==> src/rtl/proc_pkg.sv <==
// Shared definitions for the 16-bit processor: opcodes, sequencer states
// and the bus-multiplexer select layout.
package proc_pkg;

    localparam int N_REGS = 8;
    localparam int SEL_W  = 10;

    localparam logic [2:0] OP_MV  = 3'b000;
    localparam logic [2:0] OP_MVI = 3'b001;
    localparam logic [2:0] OP_ADD = 3'b010;
    localparam logic [2:0] OP_SUB = 3'b011;

    // Bus select bit positions; Rn sits at SEL_R0 - n.
    localparam int SEL_DIN = 0;
    localparam int SEL_G   = 1;
    localparam int SEL_R0  = 9;

    typedef enum logic [1:0] {
        T0 = 2'd0,
        T1 = 2'd1,
        T2 = 2'd2,
        T3 = 2'd3
    } state_t;

endpackage

==> src/rtl/proc_ctrl_fsm_dec3to8.sv <==
// 3-to-8 one-hot decoder with enable; output is all-zero when disabled.
module dec3to8 (
    input  logic       en,
    input  logic [2:0] a,
    output logic [7:0] y
);

    always_comb begin
        y = '0;
        if (en) y[a] = 1'b1;
    end

endmodule

==> src/rtl/proc_ctrl_fsm.sv <==
// Control sequencer: decodes IR and drives bus select, load enables and
// ALU control over T0..T3. All outputs are combinational from state, ir, run.
module proc_ctrl_fsm
    import proc_pkg::*;
#(
    parameter int IR_W = 9
) (
    input  logic                 clk,
    input  logic                 rst,
    input  logic                 run,
    input  logic [IR_W-1:0]      ir,
    output logic [SEL_W-1:0]     sel,
    output logic [N_REGS-1:0]    r_in,
    output logic                 a_in,
    output logic                 g_in,
    output logic                 add_sub,
    output logic                 ir_in,
    output logic                 done
);

    // Handshake: run is sampled only in T0; a cycle with ir_in=1 is the fetch.
    // done=1 marks the last cycle of the instruction, and with run still high
    // the following cycle is already the next fetch.
    state_t state, state_next;

    logic [2:0] opcode, rx, ry;
    assign opcode = ir[8:6];
    assign rx     = ir[5:3];
    assign ry     = ir[2:0];

    logic       wr_en;
    logic       reg_sel_en;
    logic [2:0] reg_sel;
    logic       sel_din;
    logic       sel_g;
    logic [7:0] reg_dec;

    always_ff @(posedge clk or posedge rst) begin
        if (rst) state <= T0;
        else     state <= state_next;
    end

    // rst gates the decode so outputs are quiet during reset, even with run=1.
    always_comb begin
        state_next = state;
        wr_en      = 1'b0;
        reg_sel_en = 1'b0;
        reg_sel    = ry;
        sel_din    = 1'b0;
        sel_g      = 1'b0;
        a_in       = 1'b0;
        g_in       = 1'b0;
        add_sub    = 1'b0;
        ir_in      = 1'b0;
        done       = 1'b0;
        if (!rst) begin
            case (state)
                T0: begin
                    if (run) begin
                        ir_in      = 1'b1;
                        state_next = T1;
                    end
                end
                T1: begin
                    state_next = T0;
                    case (opcode)
                        OP_MV: begin
                            reg_sel    = ry;
                            reg_sel_en = 1'b1;
                            wr_en      = 1'b1;
                            done       = 1'b1;
                        end
                        OP_MVI: begin
                            sel_din = 1'b1;
                            wr_en   = 1'b1;
                            done    = 1'b1;
                        end
                        OP_ADD, OP_SUB: begin
                            reg_sel    = rx;
                            reg_sel_en = 1'b1;
                            a_in       = 1'b1;
                            state_next = T2;
                        end
                        default: done = 1'b1;
                    endcase
                end
                T2: begin
                    reg_sel    = ry;
                    reg_sel_en = 1'b1;
                    g_in       = 1'b1;
                    add_sub    = (opcode == OP_SUB);
                    state_next = T3;
                end
                T3: begin
                    sel_g      = 1'b1;
                    wr_en      = 1'b1;
                    done       = 1'b1;
                    state_next = T0;
                end
                default: state_next = T0;
            endcase
        end
    end

    dec3to8 u_wr_dec (
        .en (wr_en),
        .a  (rx),
        .y  (r_in)
    );

    dec3to8 u_sel_dec (
        .en (reg_sel_en),
        .a  (reg_sel),
        .y  (reg_dec)
    );

    // Register selects are bit-reversed onto sel[9:2]: Rn drives sel[9-n].
    always_comb begin
        sel          = '0;
        sel[SEL_DIN] = sel_din;
        sel[SEL_G]   = sel_g;
        for (int k = 0; k < N_REGS; k++) begin
            sel[SEL_R0-k] = reg_dec[k];
        end
    end

endmodule
==> config.mk <==
export PLATFORM = sky130hd
export DESIGN_NAME = proc_ctrl_fsm
export DESIGN_NICKNAME = d
export VERILOG_FILES = /design/src/rtl/proc_pkg.sv /design/src/rtl/proc_ctrl_fsm_dec3to8.sv /design/src/rtl/proc_ctrl_fsm.sv
export SDC_FILE = /design/constraint.sdc
export NUM_CORES = 1
export LEC_CHECK = 0
export CAP_MARGIN = 30
export CORE_AREA = 2 2 44 46
export CTS_CLUSTER_DIAMETER = 100
export CTS_CLUSTER_SIZE = 12
export DETAILED_ROUTE_END_ITERATION = 16
export DIE_AREA = 0 0 46 48
export PLACE_DENSITY = 0.75
export SETUP_SLACK_MARGIN = 0.3
export SLEW_MARGIN = 40
export SYNTH_ARGS = -nofsm -noshare
export SYNTH_HDL_FRONTEND = slang
export SYNTH_SLANG_ARGS = --single-unit
==> constraint.sdc <==
create_clock -name clk -period 6.3 [get_ports clk]
set_input_delay 1.575 -clock clk [delete_from_list [all_inputs] [get_ports clk]]
set_output_delay 1.575 -clock clk [all_outputs]
set_load 0.02 [all_outputs]
# Word-level counts from Yosys, hierarchy flattened
# Index checks and enable logic that the tools add are counted.
word_totals:
  output_inout_bits: 23
  ff_bits: 2
op_classes:
  order_cmp: 4
  n_bitwise: 1
  eq_ne: 7
  reduce_logical: 8
  n_mux: 36
op_table:
  columns: ["operator", "count"]
  rows:
  - ["two-way mux 1 bit", 23]
  - ["two-way mux 8 bit", 2]
  - ["two-way mux 3 bit", 3]
  - ["less-than comparator 3 x 4 -> 1 bit, second input constant", 2]
  - ["one-hot mux 2 bit (4 select lines)", 1]
  - ["demux 1 bit (select 3 bit)", 2]
  - ["equality test 3 x 2 -> 1 bit, second input constant", 2]
  - [">= comparator 3 x 1 -> 1 bit, second input constant", 2]
  - ["one-hot mux 1 bit (2 select lines)", 3]
  - ["equality test 2 bit, second input constant", 2]
  - ["two-way mux 2 bit", 2]
  - ["OR reduction 2 bit", 2]
  - ["equality test 3 x 1 -> 1 bit, second input constant", 1]
  - ["logical NOT 3 bit", 1]
  - ["OR reduction 3 bit", 1]
  - ["equality test 2 x 1 -> 1 bit, second input constant", 1]
  - ["logical AND 1 bit", 2]
  - ["logical NOT 2 bit", 1]
  - ["!= test 2 bit, second input constant", 1]
  - ["AND reduction 2 bit", 1]
  - ["NOT 1 bit", 1]

# Longest topological paths before layout
depth:
  depth_word: 10
  depth_mapped: 7
  mapped_depth_nobuf: 6

# Hierarchy
# From an unflattened synthesis, not the netlist that was laid out.
hier_totals:
  hier_cells: 54
  area_unflattened_um2: 510.5
by_module_without_submodules:
  columns: ["mod", "instances", "seq_area_each_um2", "area_per_inst_um2", "cells_per_inst"]
  rows:
  - ["proc_ctrl_fsm", 1, 50.0, 319.1, 38]
  - ["dec3to8 (u_wr_dec)", 1, 0.0, 96.3, 8]
  - ["dec3to8 (u_sel_dec)", 1, 0.0, 95.1, 8]

# Worst setup path before layout
# Ideal clock, no wire load.
synth_path:
  path_kind: "input to output"
  from: "input port ir[7]"
  to: "output port r_in[0]"
  slack_ns: 1.920
  arrival_time_ns: 2.805
  path_stages: 4
  required_ns: 4.725
  cell_sequence: "nor3b_1 -> nor2_1 -> or3_2 -> nor3_1"
synth_between:
  elab_chain_len: 6
  word_cells_on_any_way: 7
synth_lines:
  columns: ["item", "line_no", "rtl"]
  rows:
  - ["from (decl)", "proc_ctrl_fsm.sv:11", "input logic [IR_W-1:0] ir,"]
  - ["equality test 3 x 1 -> 1 bit or logical NOT 3 bit (tied branches)", "proc_ctrl_fsm.sv:66", "case (opcode)"]
  - ["OR reduction 2 bit (no source line) *", null, null]
  - ["two-way mux 1 bit *", "proc_ctrl_fsm.sv:66", null]
  - ["one-hot mux 1 bit (2 select lines) *", "proc_ctrl_fsm.sv:57", "case (state)"]
  - ["two-way mux 1 bit *", "proc_ctrl_fsm.sv:56", "if (!rst) begin"]
  - ["two-way mux 8 bit *", "proc_ctrl_fsm_dec3to8.sv:10", "if (en) y[a] = 1'b1;"]
  - ["to (decl)", "proc_ctrl_fsm.sv:13", "output logic [N_REGS-1:0] r_in,"]
# Mark *: on every way between the ends. The rest lies on a longest branch, timed or not.

# Worst setup path in the final report
layout_path:
  from: "input port rst"
  to: "output port sel[3]"
layout_between:
  elab_chain_len: 6
  word_cells_on_any_way: 8
layout_lines:
  columns: ["item", "line_no", "rtl"]
  rows:
  - ["from (decl)", "proc_ctrl_fsm.sv:9", "input logic rst,"]
  - ["two-way mux 3 bit", "proc_ctrl_fsm.sv:56", null]
  - ["less-than comparator 3 x 4 -> 1 bit (implied by the code) or >= comparator 3 x 1 -> 1 bit (tied branches)", "proc_ctrl_fsm_dec3to8.sv:10", null]
  - ["logical AND 1 bit (implied by the code)", "proc_ctrl_fsm_dec3to8.sv:10", null]
  - ["two-way mux 1 bit (implied by the code)", "proc_ctrl_fsm_dec3to8.sv:10", null]
  - ["demux 1 bit (select 3 bit)", null, null]
  - ["two-way mux 8 bit *", "proc_ctrl_fsm_dec3to8.sv:10", null]
  - ["to (decl)", "proc_ctrl_fsm.sv:12", "output logic [SEL_W-1:0] sel,"]
# Marks and branches as above.

==> flow_summary_export.csv <==
group,metric,value,unit
placement,hpwl,1.11,mm
placement,place_congestion,0.744,
power,clkPwrFrac,0.164,
detailed_routing,firstDrtPassIters,4,
clock_tree,cts_tree,"built",
synthesis,ys_ff_latch,2,
power,internal_power,0.0967,mW
detailed_routing,vias_per_cell,4.80,
power,seqPwrFrac,0.155,
layout,layout_commonest_cell,"clkdlybuf4s50_1",
layout,layout-drive-gt1-share,0.0938,
clock_tree,clockBufferDepth,2,
global_route,grt_pass1_vias,520,
global_route,met3_usage,0.0415,
synthesis,syn_avg_cell_area,7.00,sq um
detailed_routing,drt_iter0_drc,5,
synthesis,synthFlopType,"dfrtp_1",
global_route,grt_pass1_wl,2.09,mm
timing,hold_viol,0,
synthesis,ys_warn_count,0,
job,maxCapViolations,0,
global_route,grt_max_degree,9,
floorplan,start_util,0.257,
power,peakVddDrop,0.000184,V
global_route,gr-total-overflow,0,
synthesis,synth_edf_count,0,
timing,fin_setup_tns,0,ps
worst_setup_path,setup.worst_path.end_class,"output port",
timing,finalCritPeriodShare,0.859,
layout,final_core_util,0.469,
clock_tree,clk_latency,220,ps
detailed_routing,vias,542,
synthesis,synthCells,62,
synthesis,synthArstFlopShare,1.00,
floorplan,rows,15,
worst_setup_path,critPathMaxFanout,8,
floorplan,die_w,46,um
clock_tree,h-tree-depth,1,
placement,port_buffers,34,
clock_tree,cts.reportedPaths.clkPinSlew,30,ps
global_route,grt-busiest-layer,"met2",
worst_setup_path,worstPathRequired,4720,ps
detailed_routing,wl_per_cell,11.5,um
status,status,"finished, final reports clean",
clock_tree,cts_buffers,3,
detailed_routing,finalWirelength,1.30,mm
timing,worstMarginPinSlew,419,ps
power,power_density,218,nW/um^2
timing,setup_violations,0,
worst_setup_path,critPathKind,"input port to output port",
worst_setup_path,startpoint_type,"input port",
synthesis,synth_fp_nets,78,
power,switching_share,0.439,
clock_tree,post_cts_resized,0,
detailed_routing,drc,0,
layout,num_antenna_cells,0,
layout,areaGrowthSynthToFinish,82.4,%
clock_tree,clockRootBuffer,"clkbuf_4",
floorplan,fp.dieH,48,um
global_route,antenna_found_initial,0,
layout,fillers,173,
layout,nets,114,
detailed_routing,drtAntennaViolNets,0,
floorplan,coreArea,1690,sq um
worst_setup_path,arrival,3840,ps
placement,place_area,769,sq um
layout,final_cell_mix,"clkdlybuf4s50_1 (34), nor2_1 (15), inv_1 (5)",
timing,layout_min_cycle_time,5410,ps
timing,final_max_slew_viol_count,0,
synthesis,synth_area,434,sq um
timing,relSlewSlack,0.713,
timing,skew,1.40,ps
worst_hold_path,hold_class,"flip-flop to flip-flop",
floorplan,die_area,2210,sq um
power,power_switching,0.0757,mW
global_route,use_met2,0.242,
clock_tree,cts_hold_buf,0,
global_route,grt_use_met1,0.136,
synthesis,ys_seq_area_frac,0.115,
power,power_frac_comb,0.681,
layout,design_area,792,sq um
global_route,grt_use_total,0.133,
synthesis,ys_types,24,
timing,rsz0062_at_grt,"false",
timing,max_freq,185,MHz
power,p_leak,0.315,nW
floorplan,ioPinCount,35,
clock_tree,clock_sinks,2,
clock_tree,post_cts.repair.setup_buffers,0,
stage by stage:
step / hold slack (ps) / std cells / total power, mW / setup slack, ps
3_5_place_dp: 587 / 110 / 0.144 / 856
2_1_floorplan: 558 / 62 / 0.104 / 1920
6_report: 600 / 113 / 0.172 / 888
3_3_place_gp: 583 / 110 / 0.142 / 933
5_1_grt: 620 / 113 / 0.189 / 734
4_1_cts: 594 / 113 / 0.175 / 860
critical path: stages:
cell	delay (ps)
clkdlybuf4s50_1	510
and4bb_1	420
mux2i_1	260
nand4_1	210
nor3_2	240
clkdlybuf4s50_1	620
layout make-up:
class	count	area, sq um	share of cell area
clock buffers	3	22.5	0.0284
inverters	5	18.8	0.0237
multi-input cells	52	339	0.428
flip-flops and latches	2	50.0	0.0632
well taps	17	21.3	0.0269
repair buffers	34	340	0.430
routing by layer:
layer,share of wire,up-vias
met1,0.40,242
met2,0.51,21
li1,-,279
met3,0.095,0
met5,0,-
met4,0,0
cell families (layout without fill, tap and decap cells):
| kind of cell | Yosys count | after routing | share of synthesized area |
|---|---|---|---|
| simple gates | 39 | 39 | 0.487 |
| buf+inv | 8 | 42 | 0.104 |
| compound gates | 5 | 5 | 0.0865 |
| fa+ha+maj | 4 | 4 | 0.115 |
| mux | 4 | 4 | 0.0922 |
| flops | 2 | 2 | 0.115 |
power by group through the flow:
stage	combinational, mW	sequential, mW	clock, mW
after floorplan	0.0790	0.0250	0
after global placement	0.116	0.0261	0
after detailed placement	0.117	0.0266	0
after CTS	0.118	0.0265	0.0304
after global routing	0.130	0.0274	0.0320
final	0.117	0.0268	0.0282
worst paths after layout:
| path | start | to | slack (ps) | cells after the start |
|---|---|---|---|---|
| min in group asynchronous | rst | async pin | 1740 | 2 |
| hold / removal | state[0] | state[0] | 600 | 1 |
| hold reg to reg | state[0] | state[0] | 600 | 1 |
| setup / recovery | rst | sel[3] | 890 | 6 |
| setup reg to reg | state[0] | flip-flop | 5060 | 5 |
| max in group asynchronous | rst | state[0] | 4360 | 2 |
cells in the mapped netlist (2+ instances only):
| cell | n | share of area |
|---|---|---|
| nor2_1 | 15 | 0.13 |
| inv_1 | 5 | 0.043 |
| ha_1 | 4 | 0.12 |
| mux2i_1 | 4 | 0.092 |
| nand2_1 | 4 | 0.035 |
| nand2b_1 | 4 | 0.058 |
| nor3_1 | 3 | 0.035 |
| a21oi_1 | 2 | 0.023 |
| and2b_2 | 2 | 0.040 |
| and3_1 | 2 | 0.029 |
| buf_4 | 2 | 0.035 |
| dfrtp_1 | 2 | 0.12 |
| nand3_1 | 2 | 0.023 |
Note: power is estimated with default switching activity, not from simulation.
